--- config.mk ---
export PLATFORM = sky130hd
export DESIGN_NAME = flow_ctrl_rx
export DESIGN_NICKNAME = d
export VERILOG_FILES = /design/src/rtl/flow_ctrl_rx_pkg.sv /design/src/rtl/flow_ctrl_rx_timer.sv /design/src/rtl/flow_ctrl_rx.sv
export SDC_FILE = /design/constraint.sdc
export NUM_CORES = 1
export LEC_CHECK = 0
export BUFFER_PORTS_ARGS = -buffer_cell sky130_fd_sc_hd__buf_2
export CAP_MARGIN = 25
export CELL_PAD_IN_SITES_DETAIL_PLACEMENT = 1
export CELL_PAD_IN_SITES_GLOBAL_PLACEMENT = 2
export CORE_MARGIN = 1
export CORE_UTILIZATION = 29
export CTS_CLUSTER_SIZE = 16
export DETAILED_ROUTE_END_ITERATION = 8
export GPL_TIMING_DRIVEN = 1
export PLACE_DENSITY_LB_ADDON = 0.12
export SYNTH_ARGS = -nofsm -noshare
export SYNTH_HDL_FRONTEND = slang
export SYNTH_HIERARCHICAL = 1
export SYNTH_SLANG_ARGS = --single-unit
--- constraint.sdc ---
create_clock -name clk -period 5.3 [get_ports clk]
set_clock_uncertainty 0.05 [all_clocks]
set_input_delay 1.06 -clock clk [delete_from_list [all_inputs] [get_ports clk]]
set_output_delay 1.06 -clock clk [all_outputs]
set_load 0.03 [all_outputs]
--- src/rtl/flow_ctrl_rx_pkg.sv ---
// Shared flow-control definitions for the GEMAC pause path.
package flow_ctrl_rx_pkg;
  localparam int          FC_QUANTA_BITS = 512;
  localparam logic [15:0] FC_XON_TIME    = 16'h0000;

  typedef enum logic {FC_IDLE, FC_PAUSED} fc_state_e;
endpackage

--- src/rtl/flow_ctrl_rx_timer.sv ---
// Pause-quantum prescaler plus saturating quanta down-counter.
module fc_quanta_timer #(
  parameter int QUANTA_CLKS = 64
) (
  input  logic        clk,
  input  logic        rst_n,
  input  logic        load,
  input  logic        clear,
  input  logic        run,
  input  logic [15:0] value,
  output logic [15:0] quanta_next
);
  localparam int SUB_W = (QUANTA_CLKS > 1) ? $clog2(QUANTA_CLKS) : 1;
  localparam logic [SUB_W-1:0] SUB_MAX = SUB_W'(QUANTA_CLKS - 1);

  logic [SUB_W-1:0] sub_cnt;
  logic [15:0]      quanta_rem;
  logic             wrap;

  // quanta_next is what quanta_rem becomes at this edge, so the owner can
  // act on a quantum boundary without losing a cycle.
  always_comb begin
    wrap        = (sub_cnt == '0);
    quanta_next = (wrap && quanta_rem != 16'd0) ? quanta_rem - 16'd1 : quanta_rem;
  end

  always_ff @(posedge clk) begin
    if (!rst_n || clear) begin
      sub_cnt    <= '0;
      quanta_rem <= 16'd0;
    end else if (load) begin
      sub_cnt    <= SUB_MAX;
      quanta_rem <= value;
    end else if (run) begin
      sub_cnt    <= wrap ? SUB_MAX : sub_cnt - 1'b1;
      quanta_rem <= quanta_next;
    end
  end
endmodule

--- src/rtl/flow_ctrl_rx.sv ---
// RX-side flow control: issues XOFF/XON pause requests from RX FIFO free space
// and refreshes XOFF before the granted pause interval runs out.
module flow_ctrl_rx
  import flow_ctrl_rx_pkg::*;
#(
  parameter int QUANTA_CLKS = 64,
  parameter int SPACE_W     = 16
) (
  input  logic               clk,
  input  logic               rst_n,
  input  logic               pause_request_en,
  input  logic [15:0]        pause_time,
  input  logic [SPACE_W-1:0] pause_thresh,
  input  logic [SPACE_W-1:0] resume_thresh,
  input  logic [SPACE_W-1:0] fifo_space,
  output logic               pause_req,
  output logic [15:0]        pause_time_req,
  output logic               xoff_active
);
  fc_state_e          state;
  logic [15:0]        pt_lat;
  logic [15:0]        quanta_next;
  logic [SPACE_W-1:0] res_lvl;
  logic               go_xoff, go_xon, go_ref;

  // A pulse in flight blocks every decision for one cycle, so pause_req can
  // never be high on two consecutive clocks.
  always_comb begin
    res_lvl = (resume_thresh > pause_thresh) ? resume_thresh : pause_thresh;
    go_xoff = 1'b0;
    go_xon  = 1'b0;
    go_ref  = 1'b0;
    if (!pause_req) begin
      if (state == FC_IDLE)
        go_xoff = pause_request_en && (pause_time != FC_XON_TIME) &&
                  (fifo_space < pause_thresh);
      else if (!pause_request_en || fifo_space >= res_lvl)
        go_xon = 1'b1;
      else if (quanta_next <= (pt_lat >> 1))
        go_ref = 1'b1;
    end
  end

  fc_quanta_timer #(.QUANTA_CLKS(QUANTA_CLKS)) u_timer (
    .clk         (clk),
    .rst_n       (rst_n),
    .load        (go_xoff || go_ref),
    .clear       (go_xon),
    .run         (state == FC_PAUSED),
    .value       (pause_time),
    .quanta_next (quanta_next)
  );

  always_ff @(posedge clk) begin
    if (!rst_n) begin
      state          <= FC_IDLE;
      pause_req      <= 1'b0;
      pause_time_req <= 16'd0;
      xoff_active    <= 1'b0;
      pt_lat         <= 16'd0;
    end else begin
      pause_req <= go_xoff || go_xon || go_ref;
      if (go_xoff || go_ref) begin
        state          <= FC_PAUSED;
        xoff_active    <= 1'b1;
        pause_time_req <= pause_time;
        pt_lat         <= pause_time;
      end else if (go_xon) begin
        state          <= FC_IDLE;
        xoff_active    <= 1'b0;
        pause_time_req <= FC_XON_TIME;
        pt_lat         <= 16'd0;
      end
    end
  end
endmodule

==> impl_metrics.env <==
export IMPL_rsz0062_at_grt="false"
export IMPL_slew_headroom_pct=42.5
export IMPL_crit_fanout=35
export IMPL_gp_congestion=0.829
export IMPL_grt_pass1_wl_um=21700
export IMPL_fin_crit_ns=4.93
export IMPL_place_ws_ns=0.0237
export IMPL_setup_tns_ns=0
export IMPL_vias=3987
export IMPL_port_buffers=84
export IMPL_postRouteAntennaNets=0
export IMPL_initial_core_util_pct=30.2
export IMPL_p_leak_nw=2.20
export IMPL_die_h_um=120
export IMPL_core_area_sq_um=13500
export IMPL_antenna_found_initial=0
export IMPL_synth_cell_types=59
export IMPL_io_pins=85
export IMPL_instances_no_fill=760
export IMPL_drive_above_1_share_pct=20.2
export IMPL_worst_pin_slew_ns=0.861
export IMPL_root_buffer="clkbuf_16"
export IMPL_mostFrequentLayoutCells="84 x buf_2, 66 x ha_1, 57 x inv_1, 40 x dfxtp_1, 38 x a21oi_1"
export IMPL_grt_usage_pct=18.9
export IMPL_dieWidth_um=120
export IMPL_criticalPathCategory="input pin to flip-flop"
export IMPL_endpoint_kind="flip-flop"
export IMPL_first_pass_iters=7
export IMPL_ir_worst_vdd_v=0.000127
export IMPL_post_cts_resized=0
export IMPL_overflow=0
export IMPL_cts_tree="done"
export IMPL_synth_cell_area_sq_um=4070
export IMPL_max_cap_violations=0
export IMPL_setup_viol=0
export IMPL_clk_pin_slew_ns=0.06
export IMPL_finalNetCount=717
export IMPL_min_path_type="flip-flop to flip-flop"
export IMPL_grt_max_degree=36
export IMPL_p_per_area_nw_per_um2=307
export IMPL_dpl_hpwl_um=11000
export IMPL_layout_commonest_cell="buf_2"
export IMPL_cts_hold_fix_buffers=0
export IMPL_setup_ws_ns=0.366
export IMPL_syn_nets=639
export IMPL_synthCells=506
export IMPL_status="complete, no violations"
export IMPL_period_share_pct=93.1
export IMPL_drv_slew=0
export IMPL_cts_made_buffers=5
export IMPL_antenna_cells=0
export IMPL_cts_setup_buffers=0
export IMPL_ys_seq_area_share_pct=19.7
export IMPL_synth_edff_count=0
export IMPL_critPathArrivalTime_ns=5.03
export IMPL_die_area_sq_um=14500
export IMPL_async_flop_share_pct=0
export IMPL_holdWs_ns=0.471
export IMPL_required_ns=5.40
export IMPL_ctsHtreeMaxLevel=2
export IMPL_syn_to_final_growth_pct=18.4
export IMPL_finalHoldViolCount=0
export IMPL_clk_latency_ns=0.28
export IMPL_wl_per_cell_um=17.2
export IMPL_dpl_cell_count=753
export IMPL_vias_per_cell=5.25
export IMPL_ys_ff_latch=40
export IMPL_cp_start_kind="input pin"
export IMPL_wl_um=13100
export IMPL_ys_warn_count=6
export IMPL_fmax_mhz=203
export IMPL_grt_pass1_vias=4264
export IMPL_num_rows=42
export IMPL_drt_iter0_drc=135
export IMPL_synth_flop_cell="dfxtp_1"
export IMPL_drc=0
export IMPL_cts_path_max_buffers=2
export IMPL_avgSynthCellArea_sq_um=8.04
export IMPL_cts_sinks=40
[stage by stage]
step                instance area, sq um  util [%]  power (mW)
CTS                                 4820      35.8        1.49
floorplan                           4070         -       0.961
finish                              4820      35.8        1.48
global placement                    4680      34.8        1.18
global route                        4820      35.8        1.61
detailed placement                  4680      34.8        1.20
[cell type report]
type / instances / area, sq um
fill: 1700 / 8640
multi-input combinational: 385 / 2940
sequential: 40 / 801
timing repair buffer: 93 / 500
inverter: 59 / 221
tap: 176 / 220
clock buffer: 6 / 129
clock inverter: 1 / 5.00
[cell families after synthesis]
kind of cell               synth area share, %
AOI/OAI and AO/OA                         24.6
xor gates and xnor gates                  5.17
adders and majority gates                 20.3
buffers and inverters                     8.06
DFF                                       19.7
muxes                                     3.97
and+or+nand+nor                           18.2
[worst max-delay path, cell delays in order]
cell and delay, ns:
buf_2 0.09, inv_1 0.05, ha_1 0.30, a21o_1 0.16, a21o_1 0.17, a211oi_1 0.23
o21ai_0 0.20, o21ai_2 0.27, mux2_2 0.37, ha_1 0.27, nand2b_4 0.15, a2111oi_4 0.43
o31ai_1 0.13, a211oi_2 0.26, nand2_1 0.08, o21ai_1 0.18, clkinv_1 0.08, buf_4 0.23
o21ai_0 0.24, a31oi_1 0.06
[metal layers]
layer	global-route usage (%)	part of all wire, %
met4	3.24	0.66
met1	27.5	53
met2	30.0	44
met5	0	0
met3	2.03	2.2
[where the power goes]
group          switching, mW  internal, mW  total (mW)
registers             0.0591         0.345       0.404
logic                  0.473         0.314       0.786
clock network          0.117         0.171       0.288
total                  0.648         0.829        1.48
[path summary, 6_finish.rpt]
path / cells past startpoint / from / slack, ns / endpoint
setup / recovery: 20 / pause_thresh[9] / 0.37 / u_timer/quanta_rem[12]
hold / removal: 2 / pt_lat[0] / 0.47 / pt_lat[0]
hold reg to reg: 2 / pt_lat[0] / 0.47 / pt_lat[0]
setup reg to reg: 17 / u_timer/quanta_rem[0] / 0.84 / u_timer/quanta_rem[12]
[cells in the mapped netlist (4+ instances only)]
library cell | n | share of area (%)
nand4_1 | 13 | 2.0
nand2_1 | 20 | 1.8
clkbuf_1 | 17 | 1.6
o21a_1 | 6 | 1.1
o21ai_0 | 31 | 3.8
nand3_1 | 9 | 1.1
xnor2_1 | 17 | 3.7
o22ai_1 | 16 | 2.5
o211ai_1 | 19 | 3.5
mux2i_1 | 15 | 3.7
a21o_1 | 8 | 1.5
inv_1 | 57 | 5.3
a31oi_1 | 4 | 0.62
nor2_1 | 25 | 2.3
xor2_1 | 7 | 1.5
nor2b_1 | 5 | 0.77
nor4_1 | 13 | 2.0
or3_1 | 6 | 0.92
a21oi_1 | 38 | 4.7
dfxtp_1 | 40 | 20
ha_1 | 66 | 20
nor3b_1 | 4 | 0.74
a211oi_1 | 4 | 0.74
nor3_1 | 15 | 1.8
[flip-flops by register name, indices dropped and copies added (netlist names)]
signal	flops
pt_lat	16
u_timer/quanta_rem	16
u_timer/sub_cnt	6
pause_req	1
state	1
No activity file was read; power rests on OpenSTA's default activity.
